==> config.mk <==
export PLATFORM = sky130hd
export DESIGN_NAME = can_rx
export DESIGN_NICKNAME = d
export VERILOG_FILES = /design/src/rtl/can_rx.sv
export SDC_FILE = /design/constraint.sdc
export NUM_CORES = 1
export LEC_CHECK = 0
export BUFFER_PORTS_ARGS = -buffer_cell sky130_fd_sc_hd__buf_4
export CORE_ASPECT_RATIO = 0.5
export CORE_MARGIN = 3
export CORE_UTILIZATION = 54
export DETAILED_ROUTE_END_ITERATION = 7
export PLACE_DENSITY = 0.83
export SETUP_SLACK_MARGIN = 0.02
export SLEW_MARGIN = 40
export SYNTH_ARGS = -nofsm -noshare
export SYNTH_HDL_FRONTEND = slang
export SYNTH_SLANG_ARGS = --single-unit
export TNS_END_PERCENT = 10
==> constraint.sdc <==
create_clock -name clk -period 2.66 [get_ports clk]
set_input_delay 0.399 -clock clk [delete_from_list [all_inputs] [get_ports clk]]
set_output_delay 0.399 -clock clk [all_outputs]
set_load 0.02 [all_outputs]
==> src/rtl/can_rx.sv <==
// CAN 2.0A receiver: synchronized bus sampling with hard sync, destuffing,
// CRC-15 and form checks, ACK-slot request and received-frame outputs.
module can_rx #(
    parameter int CLKS_PER_BIT = 5000,
    parameter int SAMPLE_PT    = 3500
) (
    input  logic        clk,
    input  logic        rst,
    input  logic        rx,
    output logic [10:0] address,
    output logic [63:0] data,
    output logic [3:0]  dlc,
    output logic        rtr,
    output logic        rx_valid,
    output logic        ack_tx,
    output logic        stuff_err,
    output logic        crc_err,
    output logic        form_err,
    output logic        busy
);
    localparam int TW = (CLKS_PER_BIT > 1) ? $clog2(CLKS_PER_BIT) : 1;
    localparam logic [TW-1:0] SP_CNT   = TW'(SAMPLE_PT);
    localparam logic [TW-1:0] LAST_CNT = TW'(CLKS_PER_BIT - 1);

    typedef enum logic [3:0] {
        S_WAIT_IDLE, S_IDLE, S_ID, S_CTRL, S_DATA, S_CRC,
        S_CRC_DEL, S_ACK, S_ACK_DEL, S_EOF, S_ERROR
    } state_t;

    state_t        state_q, state_d;
    logic          rx_s1_q, rx_s1_d, rx_s2_q, rx_s2_d, rx_prev_q, rx_prev_d;
    logic [TW-1:0] timer_q, timer_d;
    logic [6:0]    cnt_q, cnt_d;
    logic [2:0]    run_cnt_q, run_cnt_d;
    logic          run_val_q, run_val_d;
    logic [14:0]   crc_q, crc_d, crc_rx_q, crc_rx_d;
    logic [10:0]   id_s_q, id_s_d, address_q, address_d;
    logic          rtr_s_q, rtr_s_d, rtr_q, rtr_d;
    logic [3:0]    dlc_s_q, dlc_s_d, dlc_q, dlc_d, bytes_q, bytes_d;
    logic [63:0]   data_s_q, data_s_d, data_q, data_d;
    logic          rx_valid_q, rx_valid_d, ack_tx_q, ack_tx_d, busy_q, busy_d;
    logic          stuff_err_q, stuff_err_d, crc_err_q, crc_err_d, form_err_q, form_err_d;

    logic          fall, hunting, sync_now, sample, wrap, bit_v;
    logic          stuff_active, is_stuff, data_bit;
    logic [3:0]    dlc_full;

    function automatic logic [14:0] crc_step(input logic [14:0] c, input logic b);
        logic fb;
        fb = b ^ c[14];
        crc_step = {c[13:0], 1'b0} ^ (fb ? 15'h4599 : 15'h0000);
    endfunction

    always_comb begin
        state_d     = state_q;
        rx_s1_d     = rx;
        rx_s2_d     = rx_s1_q;
        rx_prev_d   = rx_s2_q;
        cnt_d       = cnt_q;
        run_cnt_d   = run_cnt_q;
        run_val_d   = run_val_q;
        crc_d       = crc_q;
        crc_rx_d    = crc_rx_q;
        id_s_d      = id_s_q;
        rtr_s_d     = rtr_s_q;
        dlc_s_d     = dlc_s_q;
        bytes_d     = bytes_q;
        data_s_d    = data_s_q;
        address_d   = address_q;
        rtr_d       = rtr_q;
        dlc_d       = dlc_q;
        data_d      = data_q;
        ack_tx_d    = ack_tx_q;
        busy_d      = busy_q;
        rx_valid_d  = 1'b0;
        stuff_err_d = 1'b0;
        crc_err_d   = 1'b0;
        form_err_d  = 1'b0;
        dlc_full    = {dlc_s_q[2:0], rx_s2_q};

        bit_v    = rx_s2_q;
        fall     = rx_prev_q & ~rx_s2_q;
        hunting  = (state_q == S_WAIT_IDLE) || (state_q == S_ERROR);
        sync_now = fall && !hunting;
        // A hard sync always wins over a coincident sample point.
        sample   = (timer_q == SP_CNT) && !sync_now;
        if (sync_now || timer_q == LAST_CNT) timer_d = '0;
        else                                 timer_d = timer_q + 1'b1;
        wrap = (timer_d == '0);

        stuff_active = (state_q == S_ID) || (state_q == S_CTRL) || (state_q == S_DATA) ||
                       (state_q == S_CRC) || ((state_q == S_CRC_DEL) && (run_cnt_q == 3'd5));
        is_stuff = sample && stuff_active && (run_cnt_q == 3'd5);
        data_bit = sample && !is_stuff;

        if (sample && stuff_active) begin
            if (run_cnt_q == 3'd5 || bit_v != run_val_q) begin
                run_val_d = bit_v;
                run_cnt_d = 3'd1;
            end else begin
                run_cnt_d = run_cnt_q + 3'd1;
            end
        end
        if (is_stuff && bit_v == run_val_q) stuff_err_d = 1'b1;

        case (state_q)
            S_WAIT_IDLE, S_ERROR: if (sample) begin
                if (!bit_v)                cnt_d = '0;
                else if (cnt_q == 7'd10) begin
                    state_d = S_IDLE;
                    cnt_d   = '0;
                end else                   cnt_d = cnt_q + 7'd1;
            end
            S_IDLE: if (sample && !bit_v) begin
                state_d   = S_ID;
                busy_d    = 1'b1;
                crc_d     = '0;
                data_s_d  = '0;
                id_s_d    = '0;
                cnt_d     = '0;
                run_val_d = 1'b0;
                run_cnt_d = 3'd1;
            end
            S_ID: if (data_bit) begin
                crc_d  = crc_step(crc_q, bit_v);
                id_s_d = {id_s_q[9:0], bit_v};
                cnt_d  = cnt_q + 7'd1;
                if (cnt_q == 7'd10) begin
                    state_d = S_CTRL;
                    cnt_d   = '0;
                end
            end
            S_CTRL: if (data_bit) begin
                crc_d = crc_step(crc_q, bit_v);
                cnt_d = cnt_q + 7'd1;
                if (cnt_q == 7'd0) rtr_s_d = bit_v;
                if (cnt_q == 7'd1 && bit_v) form_err_d = 1'b1;
                if (cnt_q >= 7'd3) dlc_s_d = dlc_full;
                if (cnt_q == 7'd6) begin
                    cnt_d   = '0;
                    bytes_d = rtr_s_q ? 4'd0 : ((dlc_full > 4'd8) ? 4'd8 : dlc_full);
                    state_d = (rtr_s_q || dlc_full == 4'd0) ? S_CRC : S_DATA;
                end
            end
            S_DATA: if (data_bit) begin
                crc_d = crc_step(crc_q, bit_v);
                data_s_d[6'd63 - cnt_q[5:0]] = bit_v;
                cnt_d = cnt_q + 7'd1;
                if (cnt_q == ({bytes_q, 3'b000} - 7'd1)) begin
                    state_d = S_CRC;
                    cnt_d   = '0;
                end
            end
            S_CRC: if (data_bit) begin
                crc_rx_d = {crc_rx_q[13:0], bit_v};
                cnt_d    = cnt_q + 7'd1;
                if (cnt_q == 7'd14) begin
                    state_d = S_CRC_DEL;
                    cnt_d   = '0;
                end
            end
            S_CRC_DEL: if (data_bit) begin
                if (!bit_v)                 form_err_d = 1'b1;
                else if (crc_rx_q == crc_q) state_d = S_ACK;
                else                        crc_err_d = 1'b1;
            end
            // ack_tx spans exactly the ACK slot: set on the first wrap, cleared on the next.
            S_ACK: if (wrap) begin
                if (!ack_tx_q) ack_tx_d = 1'b1;
                else begin
                    ack_tx_d = 1'b0;
                    state_d  = S_ACK_DEL;
                end
            end
            S_ACK_DEL: if (sample) begin
                if (!bit_v) form_err_d = 1'b1;
                else begin
                    state_d = S_EOF;
                    cnt_d   = '0;
                end
            end
            S_EOF: if (sample) begin
                if (!bit_v) form_err_d = 1'b1;
                else if (cnt_q == 7'd6) begin
                    address_d  = id_s_q;
                    rtr_d      = rtr_s_q;
                    dlc_d      = (dlc_s_q > 4'd8) ? 4'd8 : dlc_s_q;
                    data_d     = data_s_q;
                    rx_valid_d = 1'b1;
                    busy_d     = 1'b0;
                    state_d    = S_IDLE;
                    cnt_d      = '0;
                end else cnt_d = cnt_q + 7'd1;
            end
            default: state_d = S_WAIT_IDLE;
        endcase

        if (stuff_err_d || crc_err_d || form_err_d) begin
            state_d  = S_ERROR;
            busy_d   = 1'b0;
            ack_tx_d = 1'b0;
            cnt_d    = '0;
        end
    end

    // Synchronizer flops reset to recessive so no false edge follows reset.
    always_ff @(posedge clk or negedge rst) begin
        if (!rst) begin
            state_q <= S_WAIT_IDLE;
            rx_s1_q <= 1'b1;  rx_s2_q <= 1'b1;  rx_prev_q <= 1'b1;
            timer_q <= '0;    cnt_q <= '0;      run_cnt_q <= '0;  run_val_q <= 1'b0;
            crc_q <= '0;      crc_rx_q <= '0;   id_s_q <= '0;     rtr_s_q <= 1'b0;
            dlc_s_q <= '0;    bytes_q <= '0;    data_s_q <= '0;   address_q <= '0;
            rtr_q <= 1'b0;    dlc_q <= '0;      data_q <= '0;     rx_valid_q <= 1'b0;
            ack_tx_q <= 1'b0; busy_q <= 1'b0;   stuff_err_q <= 1'b0;
            crc_err_q <= 1'b0; form_err_q <= 1'b0;
        end else begin
            state_q <= state_d;
            rx_s1_q <= rx_s1_d;  rx_s2_q <= rx_s2_d;  rx_prev_q <= rx_prev_d;
            timer_q <= timer_d;  cnt_q <= cnt_d;      run_cnt_q <= run_cnt_d;  run_val_q <= run_val_d;
            crc_q <= crc_d;      crc_rx_q <= crc_rx_d; id_s_q <= id_s_d;      rtr_s_q <= rtr_s_d;
            dlc_s_q <= dlc_s_d;  bytes_q <= bytes_d;  data_s_q <= data_s_d;   address_q <= address_d;
            rtr_q <= rtr_d;      dlc_q <= dlc_d;      data_q <= data_d;       rx_valid_q <= rx_valid_d;
            ack_tx_q <= ack_tx_d; busy_q <= busy_d;   stuff_err_q <= stuff_err_d;
            crc_err_q <= crc_err_d; form_err_q <= form_err_d;
        end
    end

    assign address   = address_q;
    assign data      = data_q;
    assign dlc       = dlc_q;
    assign rtr       = rtr_q;
    assign rx_valid  = rx_valid_q;
    assign ack_tx    = ack_tx_q;
    assign stuff_err = stuff_err_q;
    assign crc_err   = crc_err_q;
    assign form_err  = form_err_q;
    assign busy      = busy_q;
endmodule

==> impl_results.md <==
* Drc violations at 0
* Critical path's largest stage delay at 0.56 ns
* Nets at 1337
* Dominant synthesized flop cell: dfrtp_1
* Ranking of synthesized cells by area: dfrtp_1 53%, nand2_1 11%, o21ai_0 7.1%, a21oi_1 3.3%, xnor2_1 2.3%
* PwrDens at between 500 and 600 nW/um2
* Rel. slew slack at 0.5393
* Skew-Pair Late Insertion Delay at around 0.5 ns
* First-pass GRT wire length at 47520 um
* Cells after Synth at 1201
* Top cells by count, synth: 327 x nand2_1, 228 x dfrtp_1, 154 x o21ai_0
* Critical-path maximum fanout at 5
* Reg-to-Reg Start: timer_q[1]
* Dpl cells at 1556
* Standard-cell rows at 35
* Register Area at 5786 um2
* Post-DRT Antenna Nets at 0
* CP max-delay cell: or4_4
* Req. time, crit path at 3.04 ns
* Clock Tree Buf Depth at 3
* LEAKAGE at 6.528 nW
* Worst min-delay path class: flop to flop
* Post-synth EDFFs at 0
* Post-synth cell types at 78
* Area of the multi-input gates at 4806 um2
* Non-Filler Instances at 1599
* Post-synth top area cell: dfrtp_1
* Max Fclk at 384.5 MHz
* Crit end category: flop
* Fin crit share at 0.9777
* Final setup vio count at 0
* Wirelength, routed at about 29000 um
* Worst VDD drop at 0.0003154 V
* CTS H-tree depth at 1
* Min Hold Slack at 0.3565 ns
* Vias after detailed routing at between 9000 and 10000
* Clock Skews at 0.01999 ns
* Worst-margin pin slew at 0.6865 ns
* Ports placed on the boundary at 89
* Worst path cell trace: inv_1, ha_2, nand4bb_4, or4_4, o31ai_4, o311ai_2, nor3_2, a2111oi_1, a311o_1
* Total CTS buffers at 21
* Final Critical Period at roughly 2.6 ns
* Core Region at between 15000 and 20000 um2
* CP startpoint: timer_q[1]
* Design Area, Final at 13090 um2
* Startpoint types: flop
* Fillers at roughly 1500
* Largest net degree at the start of global routing at 82
* Initial Utilization at 0.5695
* Layout cells sized above 1 at 0.1970
* Die Ht at 106.2 um
* Syn nets at roughly 1200
* Die Width at 206.4 um
* RSZ-0062 raised after global routing: yes
* Status: complete, no violations
* Clk sinks at 231
* Max-cap violation count at 0
* Vias/cell at 5.856
* Die area at 21930 um2
* Worst setup margin at approximately 0.06 ns
* Final setup TNS at 0 ns
* Initial DRC Count at 822
* CP Data Arrival Time at 2.99 ns
* Initial antenna violation count at 0
* Buffers on Ports at about 90
* Number of global-route vias before repair at a little over 9000
* Most common cell in the netlist: nand2_1
* Total global routing overflow at 0
* Flops & latches, synth at 231
* Pre-CTS setup slack at -0.04576 ns
* Placed Area at ~12000 um2
* GRT Total Usage at 0.2641
* Placer Congestion at slightly above 0.9
* Clk root buf: clkbuf_16
* # diodes at 0
* Hpwl dp at a little under 20000 um
* Post-synthesis sequential area ratio at 0.5332
* Wire per inst at roughly 18 um
* Setup CP Type: flop to flop
* Pins over their slew limit at 0
* CTS tree: done
* Final Hold Vio Count at 0
* Min-delay src: rx_s1_q
* Pre-antenna DRT Iters at 8
* Area grow syn2layout at 20.67%
* Post-Syn Area per Cell at 9.032 um2
* Post-synth ARST share at 1.000
* Synth Warn # at 0
* Post-synth top area share at 0.5260
* Reg clk slew, reported paths at roughly 0.060 ns
* Synthesized area at 10850 um2
## worst max-delay path: cells and delay by family, from the launching register on
| kind | cells | cell delay, ns |
|---|---|---|
| adder cells (fa/ha/maj) | 1 | 0.18 |
| AO/OA/AOI/OAI | 4 | 0.86 |
| flip-flops | 1 | 0.42 |
| buffers and inverters | 1 | 0.08 |
| AND/OR/NAND/NOR | 3 | 0.96 |
## cell usage in the layout (no fill, tap or decap), types with 18 or more instances in the layout
| cell | netlist | layout |
|---|---|---|
| buf_4 | 0 | 163 |
| nor2_1 | 53 | 53 |
| o21ai_0 | 154 | 150 |
| dfrtp_1 | 228 | 227 |
| a21oi_1 | 72 | 72 |
| clkbuf_16 | 0 | 21 |
| nand3_1 | 36 | 36 |
| nand2_1 | 327 | 326 |
| mux2_2 | 18 | 18 |
| xnor2_1 | 29 | 28 |
## worst paths after layout
kind	slack [ns]	depth (start not counted)	endpoint
max reg2reg	0.06	9	state_q[2]
max in group asynchronous	1.39	3	data[8]
max	0.06	9	state_q[2]
min in group asynchronous	0.48	2	id_s_q[7]
min reg2reg	0.36	0	bit_v
min	0.36	0	bit_v
## cell type report
cell class / count / share of cell area
well taps: 259 / 0.02476
inverters: 20 / 0.005735
flip-flops and latches: 231 / 0.4420
clock buffers: 30 / 0.04655
multi-input cells: 876 / 0.3671
clock inverters: 8 / 0.005735
repair buffers: 175 / 0.1081
## logic make-up after synthesis
kind of cell | after synthesis | synth area share
adder cells (fa/ha/maj) | 10 | 0.01130
buffers and inverters | 94 | 0.03483
AO/OA/AOI/OAI | 289 | 0.1517
AND/OR/NAND/NOR | 512 | 0.2115
multiplexers | 21 | 0.02191
XOR/XNOR | 44 | 0.03552
flip-flops | 231 | 0.5332
## state kept, by name (all words and copies together), names as in the netlist, 3 cells and up
name and count:
dlc_s_q 4, id_s_q 11, state_q 4, address 11
crc_rx_q 15, timer_q 13, run_cnt_q 3, dlc 4
crc_q 15, bytes_q 4, cnt_q 7, data_s_q 64
data 64
## per-layer routing
| metal | vias to the layer above | GRT usage | wire, um |
|---|---|---|---|
| li1 | 4356 | - | - |
| met3 | 63 | 0.04466 | 2165 |
| met5 | - | 0 | 0 |
| met1 | 4541 | 0.3756 | 12470 |
| met2 | 404 | 0.4222 | 13420 |
| met4 | 0 | 0.07257 | 693 |
## stage by stage
| step | utilization | total power [mW] |
|---|---|---|
| CTS | 0.6818 | 6.721 |
| detailed placement | 0.6429 | 3.695 |
| global route | 0.6872 | 6.899 |
| finish | 0.6872 | 6.678 |
| floorplan | - | 3.602 |
| global placement | 0.6429 | 3.692 |
## power breakdown
part / leakage [nW] / switching, mW / internal [mW]
Combinational: 2.99 / 0.0874 / 0.0236
Sequential: 3.20 / 0.00148 / 3.52
Clock: 0.338 / 1.35 / 1.70
Total: 6.53 / 1.44 / 5.24
## timing repair
action | 4_1_cts | 5_1_grt
pin swaps | 2 | 2
setup buffers | 2 | 0
setup endpoints to repair | 4 | 78
cloned | 0 | 1
endpoints found under the hold margin | 77 | 0
hold buffers | 2 | 0
resized for setup | 5 | 19
(Power assumes the default switching activity.)
